File: src/rtl/pulse_seq_pkg.sv
// Shared definitions for the pulse sequencer: FSM state encoding and the
// default widths of the configuration fields and event counters.
package pulse_seq_pkg;

  typedef enum logic [1:0] {
    ST_IDLE = 2'b00,
    ST_HIGH = 2'b01,
    ST_LOW  = 2'b10,
    ST_DONE = 2'b11
  } state_e;

  localparam int LEN_W_DEF = 8;
  localparam int NUM_W_DEF = 4;
  localparam int EVT_W_DEF = 8;

endpackage

File: src/rtl/sat_edge_counter.sv
// Rising-edge detector feeding a saturating event counter.
// Ports:
//   clk, rst_n  clock and asynchronous active-low reset
//   evt_in      level input whose rising edges are counted
//   en          edges are counted only while high
//   clr         synchronous clear, wins over a same-cycle edge
//   cnt         event count, holds at all-ones
module sat_edge_counter #(
  parameter int W = 8
) (
  input  logic         clk,
  input  logic         rst_n,
  input  logic         evt_in,
  input  logic         en,
  input  logic         clr,
  output logic [W-1:0] cnt
);

  localparam logic [W-1:0] CNT_ONE = 1;

  logic         evt_q, evt_d;
  logic [W-1:0] cnt_q, cnt_d;

  always_comb begin
    evt_d = evt_in;
    cnt_d = cnt_q;
    if (clr) begin
      cnt_d = '0;
    end else if (en && evt_in && !evt_q && (cnt_q != '1)) begin
      cnt_d = cnt_q + CNT_ONE;
    end
  end

  always_ff @(posedge clk or negedge rst_n) begin
    if (!rst_n) begin
      evt_q <= 1'b0;
      cnt_q <= '0;
    end else begin
      evt_q <= evt_d;
      cnt_q <= cnt_d;
    end
  end

  assign cnt = cnt_q;

endmodule

File: src/rtl/pulse_seq_ctrl.sv
// Drives the detector input A with a train of num_pulses high/low pulses,
// flags completion with a one-cycle done, and counts K1/K2 rising edges
// seen while the train is running.
// Ports:
//   Clock, Reset          clock and asynchronous active-low reset
//   start                 run request, only looked at in IDLE
//   high_len, low_len     phase lengths in cycles (0 behaves as 1)
//   num_pulses            pulses per run (0 gives an empty run)
//   K1, K2                detector outputs
//   A, busy, done         registered sequencer outputs
//   k1_cnt, k2_cnt        saturating rising-edge counts for the current/last run
//
// state | meaning
// IDLE  | waiting for start
// HIGH  | A held high, phase counter running
// LOW   | A held low, phase counter running
// DONE  | one-cycle completion flag
module pulse_seq_ctrl
  import pulse_seq_pkg::*;
#(
  parameter int LEN_W = LEN_W_DEF,
  parameter int NUM_W = NUM_W_DEF,
  parameter int EVT_W = EVT_W_DEF
) (
  input  logic             Clock,
  input  logic             Reset,
  input  logic             start,
  input  logic [LEN_W-1:0] high_len,
  input  logic [LEN_W-1:0] low_len,
  input  logic [NUM_W-1:0] num_pulses,
  input  logic             K1,
  input  logic             K2,
  output logic             A,
  output logic             busy,
  output logic             done,
  output logic [EVT_W-1:0] k1_cnt,
  output logic [EVT_W-1:0] k2_cnt
);

  localparam logic [LEN_W-1:0] LEN_ONE = 1;
  localparam logic [NUM_W-1:0] NUM_ONE = 1;

  state_e           state_q, state_d;
  logic [LEN_W-1:0] phase_q, phase_d;
  // Latched phase lengths are kept as (length-1) so they load the
  // down-counter directly; the 0->1 rule folds into the same subtraction.
  logic [LEN_W-1:0] hi_m1_q, hi_m1_d;
  logic [LEN_W-1:0] lo_m1_q, lo_m1_d;
  logic [NUM_W-1:0] pulse_q, pulse_d;
  logic             a_q, a_d;
  logic             busy_q, busy_d;
  logic             done_q, done_d;
  logic             cnt_clr;

  always_comb begin
    state_d = state_q;
    phase_d = phase_q;
    hi_m1_d = hi_m1_q;
    lo_m1_d = lo_m1_q;
    pulse_d = pulse_q;
    cnt_clr = 1'b0;

    unique case (state_q)
      ST_IDLE: begin
        if (start) begin
          hi_m1_d = (high_len == '0) ? '0 : high_len - LEN_ONE;
          lo_m1_d = (low_len == '0) ? '0 : low_len - LEN_ONE;
          pulse_d = num_pulses;
          cnt_clr = 1'b1;
          if (num_pulses != '0) begin
            state_d = ST_HIGH;
            phase_d = (high_len == '0) ? '0 : high_len - LEN_ONE;
          end else begin
            state_d = ST_DONE;
          end
        end
      end
      ST_HIGH: begin
        if (phase_q == '0) begin
          state_d = ST_LOW;
          phase_d = lo_m1_q;
          pulse_d = pulse_q - NUM_ONE;
        end else begin
          phase_d = phase_q - LEN_ONE;
        end
      end
      ST_LOW: begin
        if (phase_q == '0) begin
          if (pulse_q != '0) begin
            state_d = ST_HIGH;
            phase_d = hi_m1_q;
          end else begin
            state_d = ST_DONE;
          end
        end else begin
          phase_d = phase_q - LEN_ONE;
        end
      end
      ST_DONE: begin
        state_d = ST_IDLE;
      end
      default: begin
        state_d = ST_IDLE;
      end
    endcase

    // Outputs are decoded from the next state so they line up with the
    // state register rather than lagging it by a cycle.
    a_d    = (state_d == ST_HIGH);
    busy_d = (state_d == ST_HIGH) || (state_d == ST_LOW);
    done_d = (state_d == ST_DONE);
  end

  always_ff @(posedge Clock or negedge Reset) begin
    if (!Reset) begin
      state_q <= ST_IDLE;
      phase_q <= '0;
      hi_m1_q <= '0;
      lo_m1_q <= '0;
      pulse_q <= '0;
      a_q     <= 1'b0;
      busy_q  <= 1'b0;
      done_q  <= 1'b0;
    end else begin
      state_q <= state_d;
      phase_q <= phase_d;
      hi_m1_q <= hi_m1_d;
      lo_m1_q <= lo_m1_d;
      pulse_q <= pulse_d;
      a_q     <= a_d;
      busy_q  <= busy_d;
      done_q  <= done_d;
    end
  end

  sat_edge_counter #(.W(EVT_W)) u_k1_cnt (
    .clk    (Clock),
    .rst_n  (Reset),
    .evt_in (K1),
    .en     (busy_q),
    .clr    (cnt_clr),
    .cnt    (k1_cnt)
  );

  sat_edge_counter #(.W(EVT_W)) u_k2_cnt (
    .clk    (Clock),
    .rst_n  (Reset),
    .evt_in (K2),
    .en     (busy_q),
    .clr    (cnt_clr),
    .cnt    (k2_cnt)
  );

  assign A    = a_q;
  assign busy = busy_q;
  assign done = done_q;

endmodule

File: config.mk
export PLATFORM = sky130hd
export DESIGN_NAME = pulse_seq_ctrl
export DESIGN_NICKNAME = d
export VERILOG_FILES = /design/src/rtl/pulse_seq_pkg.sv /design/src/rtl/sat_edge_counter.sv /design/src/rtl/pulse_seq_ctrl.sv
export SDC_FILE = /design/constraint.sdc
export NUM_CORES = 1
export LEC_CHECK = 0
export ABC_AREA = 1
export CORE_UTILIZATION = 56
export DETAILED_ROUTE_END_ITERATION = 7
export HOLD_SLACK_MARGIN = 0.06
export MAX_ROUTING_LAYER = met4
export PLACE_DENSITY = 0.87
export SLEW_MARGIN = 40
export SYNTH_ARGS = -nofsm -noshare
export SYNTH_HDL_FRONTEND = slang
export SYNTH_SLANG_ARGS = --single-unit
File: constraint.sdc
create_clock -name Clock -period 2.5 [get_ports Clock]
set_clock_uncertainty 0.2 [all_clocks]
set_input_delay 0.5 -clock Clock [delete_from_list [all_inputs] [get_ports Clock]]
set_output_delay 0.5 -clock Clock [all_outputs]
set_load 0.02 [all_outputs]
# --- After elaboration in Yosys (flattened, before gate mapping) ---
# Index checks and enable logic that the tools add are counted.
# W data, S select, Z words.
classes:
  addsub: 6
  n_eq_ne: 12
  n_mux: 23
  reduce_logical: 22
op_table:
  columns: ["op", "n"]
  rows:
  - ["$mux W8", 11]
  - ["$logic_not A8 Y1", 3]
  - ["$pmux W8 S3", 1]
  - ["$sub A8 B1 Y8 const B", 3]
  - ["$add A8 B1 Y8 const B", 2]
  - ["$ne A8 B8 Y1 const B", 2]
  - ["$mux W2", 5]
  - ["$eq A2 B2 Y1 const B", 4]
  - ["$mux W4", 2]
  - ["$pmux W2 S4", 1]
  - ["$pmux W4 S2", 1]
  - ["$reduce_bool A4 Y1", 2]
  - ["$logic_and A1 B1 Y1", 6]
  - ["$ne A2 B2 Y1 const B", 3]
  - ["$reduce_bool A2 Y1", 3]
  - ["$eq A2 B1 Y1 const B", 2]
  - ["$reduce_and A4 Y1", 1]
  - ["$sub A4 B1 Y4 const B", 1]
  - ["$ne A3 B3 Y1 const B", 1]
  - ["$reduce_and A3 Y1", 1]
  - ["$reduce_bool A3 Y1", 1]
  - ["$logic_not A1 Y1", 2]
  - ["$logic_not A2 Y1", 1]
  - ["$mux W1", 2]
  - ["other kinds (2)", 2]
totals:
  register_bits: 51
  input_bits: 25
  output_inout_bits: 19
  elab_cells: 75

# --- Logic depth before layout (Yosys ltp) ---
# Gate-level depths: netlist (run 1).
depth:
  depth_word: 6
  mapped_depth: 11
  mapped_depth_nobuf: 11

# --- By module ---
# From an unflattened synthesis (run 1), not the netlist that was laid out.
unflattened:
  cells_unflattened: 456
  area_unflattened_um2: 3424.5
modules_own_cells:
  columns: ["mod", "n_inst", "cells_per_inst", "area_each_um2", "seq_area_each_um2"]
  rows:
  - ["pulse_seq_ctrl", 1, 316, 2333.5, 825.8]
  - ["sat_edge_counter", 2, 70, 545.5, 225.2]

# --- Worst setup path before layout (run 1) ---
# No wires, ideal clock.
synth_path:
  path_type: "register to register"
  from: "register phase_q[0]"
  to: "register busy_q, in the netlist busy"
  setup_ps: 126
  t_arrival_ps: 1589
  setup_slack_ps: 585
  path_stages_with_launch: 11
  path_buffers: 0
  path_cell_list: "dfrtp_1 > inv_1 > ha_1 > nand2_1 > nor2_2 > nand2_4 > nand2_4 > nand2_1 > a21boi_2 > inv_1 > ha_1"
synth_via:
  elab_chain_cells: 5
synth_lines:
  columns: ["item", "line", "source"]
  rows:
  - ["start, declared", "pulse_seq_ctrl.sv:44", "logic [LEN_W-1:0] phase_q, phase_d;"]
  - ["start signal, assigned", "pulse_seq_ctrl.sv:126", "phase_q <= phase_d;"]
  - ["$logic_not A8 Y1 *", "pulse_seq_ctrl.sv:79, pulse_seq_ctrl.sv:88", null]
  - ["$mux W2 (on tied branches)", "pulse_seq_ctrl.sv:88, pulse_seq_ctrl.sv:79", null]
  - ["$pmux W2 S4 *", "pulse_seq_ctrl.sv:63", "unique case (state_q)"]
  - ["net state_d[1]", "pulse_seq_ctrl.sv:43", "state_e state_q, state_d;"]
  - ["$eq A2 B1 Y1 or $eq A2 B2 Y1 (tied branches)", "pulse_seq_ctrl.sv:110", "busy_d = (state_d == ST_HIGH) || (state_d == ST_LOW);"]
  - ["$logic_or A1 B1 Y1 *", "pulse_seq_ctrl.sv:110", null]
  - ["net busy_d", "pulse_seq_ctrl.sv:51", "logic busy_q, busy_d;"]
  - ["end signal, assigned", "pulse_seq_ctrl.sv:131", "busy_q <= busy_d;"]
  - ["end, declared", "pulse_seq_ctrl.sv:51", null]
# The timed path passes the listed nets; every way through them passes the cells marked *.
# A chain may end at the register's enable or synchronous reset.

# --- Worst setup path in the final report (run 1) ---
# Ends and elaborated chain as after synthesis.

==> run_summary.xml, run 1 <==
<?xml version="1.0" encoding="UTF-8"?>
<metrics>
  <group name="worst_setup_path">
    <metric name="critPathMaxStageDelay" unit="ns">0.42</metric>
    <metric name="timing.critical_path.cells" unit="">inv_1 &gt; ha_1 &gt; nand2_1 &gt; nor2_2 &gt; nand2_4 &gt; nand2_4 &gt; nand2_1 &gt; a21boi_2 &gt; inv_1 &gt; ha_1</metric>
    <metric name="crit_arrival" unit="ns">2.16</metric>
    <metric name="slowest_stage" unit="">sky130_fd_sc_hd__dfrtp_1</metric>
    <metric name="worst_setup_path_startpoint" unit="">phase_q[0]$_DFFE_PN0P_</metric>
    <metric name="timing.setup.critical_path_class" unit="">reg -&gt; reg</metric>
    <metric name="worst_setup_path_end_kind" unit="">register</metric>
    <metric name="worst-path-max-fanout" unit="">10</metric>
    <metric name="critPathTopFamily" unit="">simple AND/OR/NAND/NOR gates</metric>
    <metric name="crit_buf_inv" unit="">2</metric>
    <metric name="ff_to_ff_start" unit="">phase_q[0]$_DFFE_PN0P_</metric>
    <metric name="worst_setup_path_start_kind" unit="">register</metric>
    <metric name="worst_ep_required_time" unit="ns">2.50</metric>
  </group>
  <group name="yosys">
    <metric name="synth_cells" unit="">441</metric>
    <metric name="netlist.top_cell.by_area" unit="">sky130_fd_sc_hd__dfrtp_1</metric>
    <metric name="synth_most_common_cell" unit="">sky130_fd_sc_hd__nand2_1</metric>
    <metric name="most_instantiated_flip_flop_cell_in_the_synthesis_netlist" unit="">sky130_fd_sc_hd__dfrtp_1</metric>
    <metric name="syn-num-nets" unit="">482</metric>
    <metric name="synth.ff_latch_count" unit="">51</metric>
    <metric name="synth-seq-area-share" unit="%">38.0</metric>
    <metric name="synth.yosys.warnings" unit="">0</metric>
    <metric name="postSynth.asyncResetShare" unit="%">100</metric>
    <metric name="netlist_area" unit="mm2">0.00336</metric>
    <metric name="synth.distinct_cells" unit="">39</metric>
    <metric name="cell_types_with_the_largest_area_share_after_synthesis" unit="">sky130_fd_sc_hd__dfrtp_1, sky130_fd_sc_hd__nand2_1, sky130_fd_sc_hd__inv_1</metric>
    <metric name="synth_commonest_cells" unit="">sky130_fd_sc_hd__nand2_1, sky130_fd_sc_hd__inv_1, sky130_fd_sc_hd__dfrtp_1</metric>
    <metric name="synth_enable_flop_cells" unit="">0</metric>
    <metric name="proportion_of_netlist_area_held_by_the_largest_area_contributor" unit="%">38.0</metric>
    <metric name="syn_area_per_cell" unit="um2">7.61</metric>
  </group>
  <group name="floorplanning">
    <metric name="die_width" unit="um">79.4</metric>
    <metric name="placementRows" unit="">27</metric>
    <metric name="floorplan.initialDensity" unit="%">59.5</metric>
    <metric name="die_area" unit="mm2">0.00631</metric>
    <metric name="dieHeight" unit="um">79.4</metric>
    <metric name="core_area" unit="mm2">0.00564</metric>
    <metric name="boundaryPins" unit="">44</metric>
  </group>
  <group name="final_layout">
    <metric name="number_of_antenna_diodes" unit="">0</metric>
    <metric name="instances_no_fill" unit="">564</metric>
    <metric name="design.final.nets" unit="">532</metric>
    <metric name="filler_cell_count" unit="">415</metric>
    <metric name="syn2layout_area_growth" unit="%">19.5</metric>
    <metric name="final_area" unit="mm2">0.00401</metric>
    <metric name="post_route_cells_drive_above_1_share" unit="%">11.2</metric>
  </group>
  <group name="global_route">
    <metric name="groute.usage.overall" unit="%">27.4</metric>
    <metric name="grt_pass1_vias" unit="">3008</metric>
    <metric name="grt_start_max_net_pins" unit="">26</metric>
    <metric name="initial_antenna_violation_count" unit="">0</metric>
    <metric name="gr-total-overflow" unit="">0</metric>
    <metric name="grt_first_pass_wirelength" unit="mm">13.1</metric>
  </group>
  <group name="placement">
    <metric name="rd_place_congestion" unit="">0.928</metric>
    <metric name="detailed_placer_s_ending_hpwl" unit="mm">5.77</metric>
    <metric name="numPortBuffers" unit="">43</metric>
    <metric name="placedInstanceArea" unit="mm2">0.00390</metric>
    <metric name="numPlacedInstances" unit="">555</metric>
  </group>
  <group name="detailed_routing">
    <metric name="via_count" unit="">3095</metric>
    <metric name="drt_first_pass_iters" unit="">5</metric>
    <metric name="wl_per_cell" unit="um">13.7</metric>
    <metric name="drt_drc_violations_left" unit="">0</metric>
    <metric name="route.antenna.remaining_nets" unit="">0</metric>
    <metric name="drtIter0Drc" unit="">201</metric>
    <metric name="vias_per_cell" unit="">5.49</metric>
    <metric name="drt_wl_total" unit="mm">7.73</metric>
  </group>
  <group name="hold_path">
    <metric name="hold_path.startpoint" unit="">hi_m1_q[7]$_DFFE_PN0P_</metric>
    <metric name="hold_class" unit="">reg -&gt; reg</metric>
  </group>
  <group name="clock_tree">
    <metric name="numClockSinks" unit="">51</metric>
    <metric name="cts_made_buffers" unit="">5</metric>
    <metric name="post_cts.resized_instances" unit="">0</metric>
    <metric name="clk_root_buffer_cell" unit="">sky130_fd_sc_hd__clkbuf_8</metric>
    <metric name="clk_pin_slew" unit="ns">0.10</metric>
    <metric name="tritoncts_clock_tree" unit="">done</metric>
    <metric name="clock_insertion_delay_worst_skew" unit="ns">0.32</metric>
    <metric name="cts.path.max_buffers" unit="">2</metric>
    <metric name="h-tree-depth" unit="">2</metric>
  </group>
  <group name="flow_run">
    <metric name="cap_violations" unit="">0</metric>
  </group>
  <group name="sta">
    <metric name="final-hold-violation-count" unit="">0</metric>
    <metric name="setup_repair_after_global_routing_missed_its_margin" unit="">false</metric>
    <metric name="fmaxAchievable" unit="MHz">462</metric>
    <metric name="max-slew-margin-rel" unit="%">69.3</metric>
    <metric name="finalCriticalPeriod" unit="ns">2.16</metric>
    <metric name="count_of_final_setup_violators" unit="">0</metric>
    <metric name="tightestPinTransition" unit="ns">0.460</metric>
    <metric name="final.hold.worst_slack" unit="ns">0.296</metric>
    <metric name="final-max-slew-violation-count" unit="">0</metric>
    <metric name="setup_tns" unit="ns">0</metric>
    <metric name="period_share" unit="%">86.5</metric>
  </group>
  <group name="pwr">
    <metric name="p_leak" unit="nW">2.01</metric>
    <metric name="cellPowerDensity" unit="mW/mm2">366</metric>
    <metric name="peakVddDrop" unit="V">0.000311</metric>
  </group>
  <group name="run_status">
    <metric name="status" unit="">finished clean</metric>
  </group>
</metrics>
stage by stage:
step | utilization (%) | worst slack (ns) | total power [mW]
5_1_grt | 71.1 | 0.198 | 1.52
4_1_cts | 71.1 | 0.341 | 1.47
3_3_place_gp | 68.6 | 0.222 | 0.949
6_report | 71.1 | 0.338 | 1.47
3_5_place_dp | 69.1 | 0.155 | 0.960
2_1_floorplan | - | 0.585 | 0.880
cell families (layout without fill, tap and decap cells):
logic type	count (synthesis)	count (layout)	share of synthesized area [%]
compound gates	72	72	12.9
xor+xnor	15	15	3.92
fa+ha+maj	16	16	5.97
buf+inv	75	126	8.84
flops	51	51	38.0
simple gates	212	212	30.4
area by class of cell:
type / count / area [um2] / share of cell area (%)
tap: 72 / 90.1 / 2.25
clock inverter: 2 / 16.3 / 0.406
clock buffer: 6 / 82.6 / 2.06
sequential: 51 / 1280 / 31.8
inverter: 68 / 260 / 6.49
multi-input combinational: 315 / 1780 / 44.5
timing repair buffer: 50 / 500 / 12.5
where the power goes:
part           switching (mW)  internal, mW  leakage (nW)  total [mW]
registers            0.000355         0.826         0.541       0.826
logic                  0.0618        0.0570          1.42       0.119
clock network           0.295         0.227        0.0474       0.521
timing repair:
item / CTS / global route
buffers inserted: 0 / 0
hold buffers: 1 / 0
endpoints found under the hold margin: 13 / 0
setup endpoints to repair: 0 / 0
flip-flops by register name (all words and copies together), names as in the netlist, 2 cells and up:
| name | count |
|---|---|
| hi_m1_q | 8 |
| u_k1_cnt.cnt | 8 |
| phase_q | 8 |
| pulse_q | 4 |
| state_q | 2 |
| lo_m1_q | 8 |
| u_k2_cnt.cnt | 8 |
per-layer routing:
| metal | wire, um | global-route usage (%) |
|---|---|---|
| met5 | 0 | - |
| met4 | 159 | 9.45 |
| met3 | 354 | 4.69 |
| met2 | 3790 | 46.5 |
| met1 | 3420 | 33.1 |
final timing paths:
kind / to / slack (ns) / depth (start not counted)
worst min-delay path: hi_m1_q[7]$_DFFE_PN0P_ / 0.30 / 2
worst max register to register: busy$_DFF_PN0_ / 0.34 / 10
max in group asynchronous: u_k1_cnt.cnt[4]$_DFFE_PN0P_ / 1.07 / 4
worst max-delay path: busy$_DFF_PN0_ / 0.34 / 10
min in group asynchronous: lo_m1_q[2]$_DFFE_PN0P_ / 0.43 / 2
worst min register to register: hi_m1_q[7]$_DFFE_PN0P_ / 0.30 / 2
placed cells by master (no fill, tap or decap), types with 13 or more instances in the layout:
cell type                         instances
sky130_fd_sc_hd__nand2_1                 91
sky130_fd_sc_hd__inv_1                   59
sky130_fd_sc_hd__dfrtp_1                 51
sky130_fd_sc_hd__nor2_1                  46
sky130_fd_sc_hd__clkdlybuf4s50_1         42
sky130_fd_sc_hd__o21ai_0                 33
sky130_fd_sc_hd__nand3_1                 28
sky130_fd_sc_hd__ha_1                    16
sky130_fd_sc_hd__a21oi_1                 13
sky130_fd_sc_hd__xor2_1                  13
worst min-delay path: cells and delay by family, from the launching register on:
kind	cells	cell delay (ns)
DFF	1	0.36
and+or+nand+nor	2	0.11
Note: power is estimated with default switching activity, not from simulation.
==> run 2, diff against run 1 <==
Settings changed: CAP_MARGIN set to 15.
==> results of run 2 <==
No change in the layout: final DEF, timing and power equal those of run 1.
